===== src/rtl/imem_loader.sv =====
// Boot-time instruction memory loader: packs a valid/ready byte stream MSB-first into
// words, writes them to consecutive imem addresses and holds the CPU in reset until done.
module imem_loader #(
    parameter int unsigned ADDR_W = 6,
    parameter int unsigned DATA_W = 32
) (
    input  logic              clk,
    input  logic              reset,
    input  logic              start,
    input  logic [ADDR_W:0]   word_count,
    input  logic [7:0]        byte_in,
    input  logic              byte_valid,
    output logic              byte_ready,
    output logic              we,
    output logic [ADDR_W-1:0] wa,
    output logic [DATA_W-1:0] wd,
    output logic              busy,
    output logic              done,
    output logic              err,
    output logic              cpu_reset
);

    localparam int unsigned CNT_W    = ADDR_W + 1;
    localparam int unsigned DEPTH    = 1 << ADDR_W;
    localparam int unsigned BYTES    = DATA_W / 8;
    localparam int unsigned IDX_W    = (BYTES > 1) ? $clog2(BYTES) : 1;
    localparam int unsigned LAST_IDX = BYTES - 1;

    typedef enum logic [1:0] {
        S_IDLE,
        S_RECV,
        S_WRITE,
        S_DONE
    } state_e;

    state_e              state_q, state_d;
    logic [CNT_W-1:0]    count_q, count_d;
    logic [CNT_W-1:0]    words_q, words_d;
    logic [ADDR_W-1:0]   addr_q, addr_d;
    logic [IDX_W-1:0]    idx_q, idx_d;
    logic [DATA_W-1:0]   shreg_q, shreg_d;

    logic                byte_ready_q, byte_ready_d;
    logic                we_q, we_d;
    logic [ADDR_W-1:0]   wa_q, wa_d;
    logic [DATA_W-1:0]   wd_q, wd_d;
    logic                busy_q, busy_d;
    logic                done_q, done_d;
    logic                err_q, err_d;
    logic                cpu_reset_q, cpu_reset_d;

    logic                start_ok;

    assign start_ok = (word_count != '0) && (word_count <= CNT_W'(DEPTH));

    // Next-state and next-output decode; outputs are derived from the next state
    // so that every output register lines up with the state register.
    always_comb begin
        state_d = state_q;
        count_d = count_q;
        words_d = words_q;
        addr_d  = addr_q;
        idx_d   = idx_q;
        shreg_d = shreg_q;
        we_d    = 1'b0;
        wa_d    = wa_q;
        wd_d    = wd_q;
        err_d   = 1'b0;

        case (state_q)
            S_IDLE, S_DONE: begin
                if (start) begin
                    if (start_ok) begin
                        count_d = word_count;
                        words_d = '0;
                        addr_d  = '0;
                        idx_d   = '0;
                        state_d = S_RECV;
                    end else begin
                        err_d = 1'b1;
                    end
                end
            end
            S_RECV: begin
                // byte_ready is high for every cycle spent in RECV
                if (byte_valid && byte_ready_q) begin
                    shreg_d = {shreg_q[DATA_W-9:0], byte_in};
                    idx_d   = IDX_W'(idx_q + IDX_W'(1));
                    if (idx_q == IDX_W'(LAST_IDX)) begin
                        we_d    = 1'b1;
                        wa_d    = addr_q;
                        wd_d    = shreg_d;
                        state_d = S_WRITE;
                    end
                end
            end
            S_WRITE: begin
                addr_d  = ADDR_W'(addr_q + ADDR_W'(1));
                words_d = CNT_W'(words_q + CNT_W'(1));
                idx_d   = '0;
                if (CNT_W'(words_q + CNT_W'(1)) == count_q) begin
                    state_d = S_DONE;
                end else begin
                    state_d = S_RECV;
                end
            end
            default: state_d = S_IDLE;
        endcase

        byte_ready_d = (state_d == S_RECV);
        busy_d       = (state_d == S_RECV) || (state_d == S_WRITE);
        done_d       = (state_d == S_DONE);
        cpu_reset_d  = (state_d != S_DONE);
    end

    always_ff @(posedge clk) begin
        if (reset) begin
            state_q      <= S_IDLE;
            count_q      <= '0;
            words_q      <= '0;
            addr_q       <= '0;
            idx_q        <= '0;
            shreg_q      <= '0;
            byte_ready_q <= 1'b0;
            we_q         <= 1'b0;
            wa_q         <= '0;
            wd_q         <= '0;
            busy_q       <= 1'b0;
            done_q       <= 1'b0;
            err_q        <= 1'b0;
            cpu_reset_q  <= 1'b1;
        end else begin
            state_q      <= state_d;
            count_q      <= count_d;
            words_q      <= words_d;
            addr_q       <= addr_d;
            idx_q        <= idx_d;
            shreg_q      <= shreg_d;
            byte_ready_q <= byte_ready_d;
            we_q         <= we_d;
            wa_q         <= wa_d;
            wd_q         <= wd_d;
            busy_q       <= busy_d;
            done_q       <= done_d;
            err_q        <= err_d;
            cpu_reset_q  <= cpu_reset_d;
        end
    end

    assign byte_ready = byte_ready_q;
    assign we         = we_q;
    assign wa         = wa_q;
    assign wd         = wd_q;
    assign busy       = busy_q;
    assign done       = done_q;
    assign err        = err_q;
    assign cpu_reset  = cpu_reset_q;

endmodule


===== config.mk =====
export PLATFORM = sky130hd
export DESIGN_NAME = imem_loader
export DESIGN_NICKNAME = d
export VERILOG_FILES = /design/src/rtl/imem_loader.sv
export SDC_FILE = /design/constraint.sdc
export NUM_CORES = 1
export LEC_CHECK = 0
export CAP_MARGIN = 20
export CORE_UTILIZATION = 60
export DETAILED_ROUTE_END_ITERATION = 6
export DONT_BUFFER_PORTS = 1
export GPL_ROUTABILITY_DRIVEN = 0
export PLACE_DENSITY = 0.76
export SETUP_SLACK_MARGIN = 0.1
export SYNTH_ARGS = -nofsm -noshare
export SYNTH_HDL_FRONTEND = slang
export SYNTH_SLANG_ARGS = --single-unit

===== constraint.sdc =====
create_clock -name clk -period 6.8 [get_ports clk]
set_input_delay 2.04 -clock clk [delete_from_list [all_inputs] [get_ports clk]]
set_output_delay 2.04 -clock clk [all_outputs]
set_load 0.05 [all_outputs]

Yosys cells after proc, flatten, opt, wreduce, memory -nomap -nowiden
Index checks and enable logic that the tools add are counted.

Multiply operators: 0. Magnitude comparators: 1. Bitwise gates (word level): 4. Div/mod/pow operators: 0. Mux-type cells: 18. Equality and inequality tests: 12. $add $sub $neg: 3. Reduce and logical (&&, ||, !) cells: 14. Shift operators: 0.

Operator list (count): $mux W2 (8); $mux W7 (2); $pmux W7 S2 (1); $mux W6 (2); $pmux W2 S3 (2); $pmux W6 S2 (1); $reduce_and A3 Y1 (4); $eq A2 B2 Y1 const B (5); $ne A2 B2 Y1 const B (4); $add A7 B1 Y7 const B (1); $eq A7 B7 Y1 (1); $le A7 B7 Y1 const B (1); $reduce_bool A7 Y1 (1); $add A6 B1 Y6 const B (1); $reduce_or A3 Y1 (2); $eq A2 B1 Y1 const B (2); $not A1 Y1 (4); $add A2 B1 Y2 const B (1); $logic_and A1 B1 Y1 (2); $logic_not A2 Y1 (1); $mux W1 (2); $reduce_and A2 Y1 (1); $reduce_bool A2 Y1 (1); $reduce_or A2 Y1 (1); $logic_or A1 B1 Y1 (1).

Register bits: 92. Memory bits (read-only): 0. Memories kept: 0. Latch bits: 0. Bits in writable memories: 0.

Depth between registers and ports, before layout
Word-level depth: 7. Mapped depth: 9. Gate-level depth less buffers: 9.

Worst setup path after synthesis
Ideal clock, no wire load.

Kind: input port to flip-flop. From: input word_count[5]. To: register busy_q (netlist: busy). Buffers on the path: 2. Setup slack: 2721 ps. Stages on the path: 9. Setup time: 128 ps. Arrival: 3951 ps. Cells stage by stage: or4_4 > buf_6 > or3_4 > and3b_1 > buf_6 > nor2_1 > nand2_1 > ha_1 > nor2b_1.

Longest elaborated chain between the ends: 7. Elaborated cells on any way between the ends: 9. Classes of those cells: order compare (1); eq/ne (2); mux (3); reduce/logical (3).

Ends and longest elaborated chain: from (decl) (line 10) `input logic [ADDR_W:0] word_count,`; $le A7 B7 Y1 / $reduce_bool A7 Y1 (equally long branches) (line 54) `assign start_ok = (word_count != '0) && (word_count <= CNT_W'(DEPTH));`; $logic_and A1 B1 Y1 (*) (line 54); $mux W2 (*) (line 73) `if (start_ok) begin`; $mux W2 (*) (line 72) `if (start) begin`; $pmux W2 S3 (*) (line 70) `case (state_q)`; via state_d[0] (line 36) `state_e state_q, state_d;`; $eq A2 B1 Y1 / $eq A2 B2 Y1 (equally long branches) (line 111) `busy_d = (state_d == S_RECV) || (state_d == S_WRITE);`; $logic_or A1 B1 Y1 (*) (line 111); via busy_d (line 47) `logic busy_q, busy_d;`; to (signal assigned) (line 143) `busy_q <= busy_d;`; to (decl) (line 47).

Mark *: on every way through the listed nets, which the timed path passes. The rest lies on a longest branch. A chain may end at the register's enable or synchronous reset.

Final worst setup path
Ends and elaborated chain as after synthesis.

==> flow_metrics.tcl <==
set metrics [dict create \
    run_status "complete, no violations" \
    setup_tns_ns 0 \
    grt_overflow_total 0 \
    relSlewSlack_pct 32.45 \
    clk_pin_slew_ns 0.10 \
    track_usage_pct 23.72 \
    critical_path_class "input port to register" \
    async_reset_ff_share_pct 0 \
    rsz0062_at_grt "false" \
    setup_ws_ns 2.952 \
    maxCapViolations 0 \
    cp_data_required_time_ns 7.06 \
    ctsResizeCount 0 \
    syn-num-nets 465 \
    cpPeakStageDelay_ns 0.58 \
    start_kind "input port" \
    synthFlopType "dfxtp_1" \
    crit_path_start "word_count[5]" \
    antenna_found_initial 0 \
    grt_max_degree 82 \
    ant_nets 0 \
    dieArea_mm2 0.006429 \
    fmax_mhz 259.9 \
    dr_total_vias 2829 \
    vias_per_cell 5.602 \
    synthTopCellsByArea "dfxtp_1 (50%), nand2_1 (14%), a21oi_1 (9.0%)" \
    synth_cells 438 \
    dieWidth_um 80.18 \
    final_max_slew_viol_count 0 \
    num_rows 28 \
    h-tree-depth 3 \
    p_per_area_mw_per_mm2 241.1 \
    routed_wl_um 7217 \
    p_leak_nw 1.308 \
    synth_area_mm2 0.003667 \
    worst_pin_slew_ns 1.007 \
    fin_crit_sh_pct 56.58 \
    numCtsBuffers 9 \
    peakVddDrop_mv 0.1762 \
    r2r-start "byte_ready" \
    synth-seq-cells 92 \
    clkSinkCount 92 \
    layout-drive-gt1-share_pct 6.512 \
    core_mm2 0.005921 \
    setup_viol 0 \
    worstPathMaxFanout 9 \
    cts_max_path_buffers 2 \
    yosysTopAreaCell "dfxtp_1" \
    worstPathCellList "or4_4 > or3_4 > and3b_1 > nor2_1 > nand2_1 > ha_1 > nor2b_1" \
    finalHoldWorstSlack_ns 0.4515 \
    hp-start "shreg_q[18]" \
    drcViolationCount 0 \
    holdCritPathClass "register to register" \
    synth_edf_count 0 \
    grt_pass1_wl_um 11720 \
    fin_nets 452 \
    start_util_pct 61.94 \
    cts-root-buf "clkbuf_8" \
    crit_arrival_ns 4.11 \
    syn_avg_cell_area_um2 8.373 \
    drtPass1Iterations 4 \
    area_growth_pct 4.981 \
    first_global_vias 2596 \
    place_ws_ns 2.584 \
    io_buffer_count 0 \
    synth_top_area_share_pct 50.22 \
    ys_types 46 \
    ys_seq_area_share_pct 50.22 \
    cts_tree "yes" \
    ys_warn_count 0 \
    endpoint_kind "register" \
    finalHoldViolations 0 \
    cts_hold_buffers 0 \
    die_h_um 80.18 \
    min_period_ns 3.848 \
    clock_latency_ns 0.36 \
    first_iter_violations 209 \
    skew_ns 0.008327 \
    crit_slowest_cell "or4_4" \
    wl_per_cell_um 14.29 \
    antenna_cells 0 \
    ios 63 \
    postCtsSetupBuffers 0 \
    dpl.hpwl_um 4807 \
]
[logic make-up (layout without fill, tap and decap cells)]
group	count (synthesis)	after routing	share of synthesized area (%)
AOI/OAI and AO/OA	100	100	15.80
xor gates and xnor gates	13	13	3.514
adders and majority gates	8	8	2.730
buffers and inverters	32	24	3.855
DFF	92	92	50.22
muxes	7	7	2.252
and+or+nand+nor	186	186	21.63
[sequential cells by signal, summed over array words and instances (netlist names)]
name,count
done,1
busy,1
state_q,2
shreg_q,24
err,1
wd,32
cpu_reset,1
count_q,7
byte_ready,1
idx_q,2
addr_q,6
words_q,7
wa,6
we,1
[through the flow]
stage	area, um2	power (W)	util, %	cells
6_report	3850	0.0009283	65.03	505
4_1_cts	3850	0.0009389	65.03	505
3_5_place_dp	3657	0.0005876	61.77	489
5_1_grt	3850	0.0009631	65.03	505
2_1_floorplan	3667	0.0005902	-	438
3_3_place_gp	3657	0.0005867	61.77	489
[final timing paths]
kind                 end  slack [ns]  cells past startpoint
setup / recovery    busy        2.95                      7
hold / removal    wd[26]        0.45                      2
setup reg to reg  wd[31]        4.09                      5
hold reg to reg   wd[26]        0.45                      2
[layer usage]
layer	vias up	global-route usage, %	share of wire [%]
li1	1439	-	-
met3	9	6.705	5.8
met5	-	0	0
met1	1308	32.07	49
met2	73	35.04	44
met4	0	10.54	1.3
[cell usage after synthesis, types with 3 or more instances]
| library cell | n |
|---|---|
| nand2b_1 | 3 |
| nor2_1 | 14 |
| xnor2_1 | 8 |
| nand3_1 | 7 |
| ha_1 | 8 |
| dfxtp_1 | 92 |
| nand2_1 | 138 |
| mux2i_1 | 6 |
| or3_1 | 3 |
| clkbuf_1 | 18 |
| nor3_1 | 3 |
| inv_1 | 5 |
| o21ai_0 | 5 |
| o31ai_1 | 3 |
| o21ai_1 | 9 |
| a21oi_1 | 66 |
| nor2b_1 | 3 |
| buf_1 | 3 |
| xor2_1 | 4 |
| a22o_1 | 3 |
| and3_1 | 5 |
[area by class of cell]
class                   instances  area, um2
clock buffers                  10      137.6
clock inverters                 6      55.05
fillers                       510       2071
inverters                       6      22.52
multi-input cells             314       1684
flip-flops and latches         92       1842
well taps                      75      93.84
repair buffers                  2      15.01
[critical path, delay by kind of cell]
kind                     cells  cell delay [ns]
adder cells (fa/ha/maj)      1             0.31
AND/OR/NAND/NOR              6             1.76
[cell usage in the layout (no fill, tap or decap), drive strengths merged, types with 4 or more instances in the layout]
cell type | Yosys | routed
xor2 | 4 | 4
o21ai | 14 | 14
or3 | 4 | 4
nand3 | 7 | 7
nand2 | 138 | 138
mux2i | 7 | 7
and3 | 5 | 5
xnor2 | 8 | 8
nor2 | 14 | 14
dfxtp | 92 | 92
clkbuf | 18 | 10
a21oi | 66 | 66
inv | 6 | 10
ha | 8 | 8
[power breakdown]
| group | leakage [nW] | switching [W] | internal (W) |
|---|---|---|---|
| registers | 0.742 | 0.00000737 | 0.000542 |
| logic | 0.472 | 0.0000149 | 0.0000107 |
| clock network | 0.0934 | 0.000203 | 0.000150 |
(Power assumes the default switching activity.)
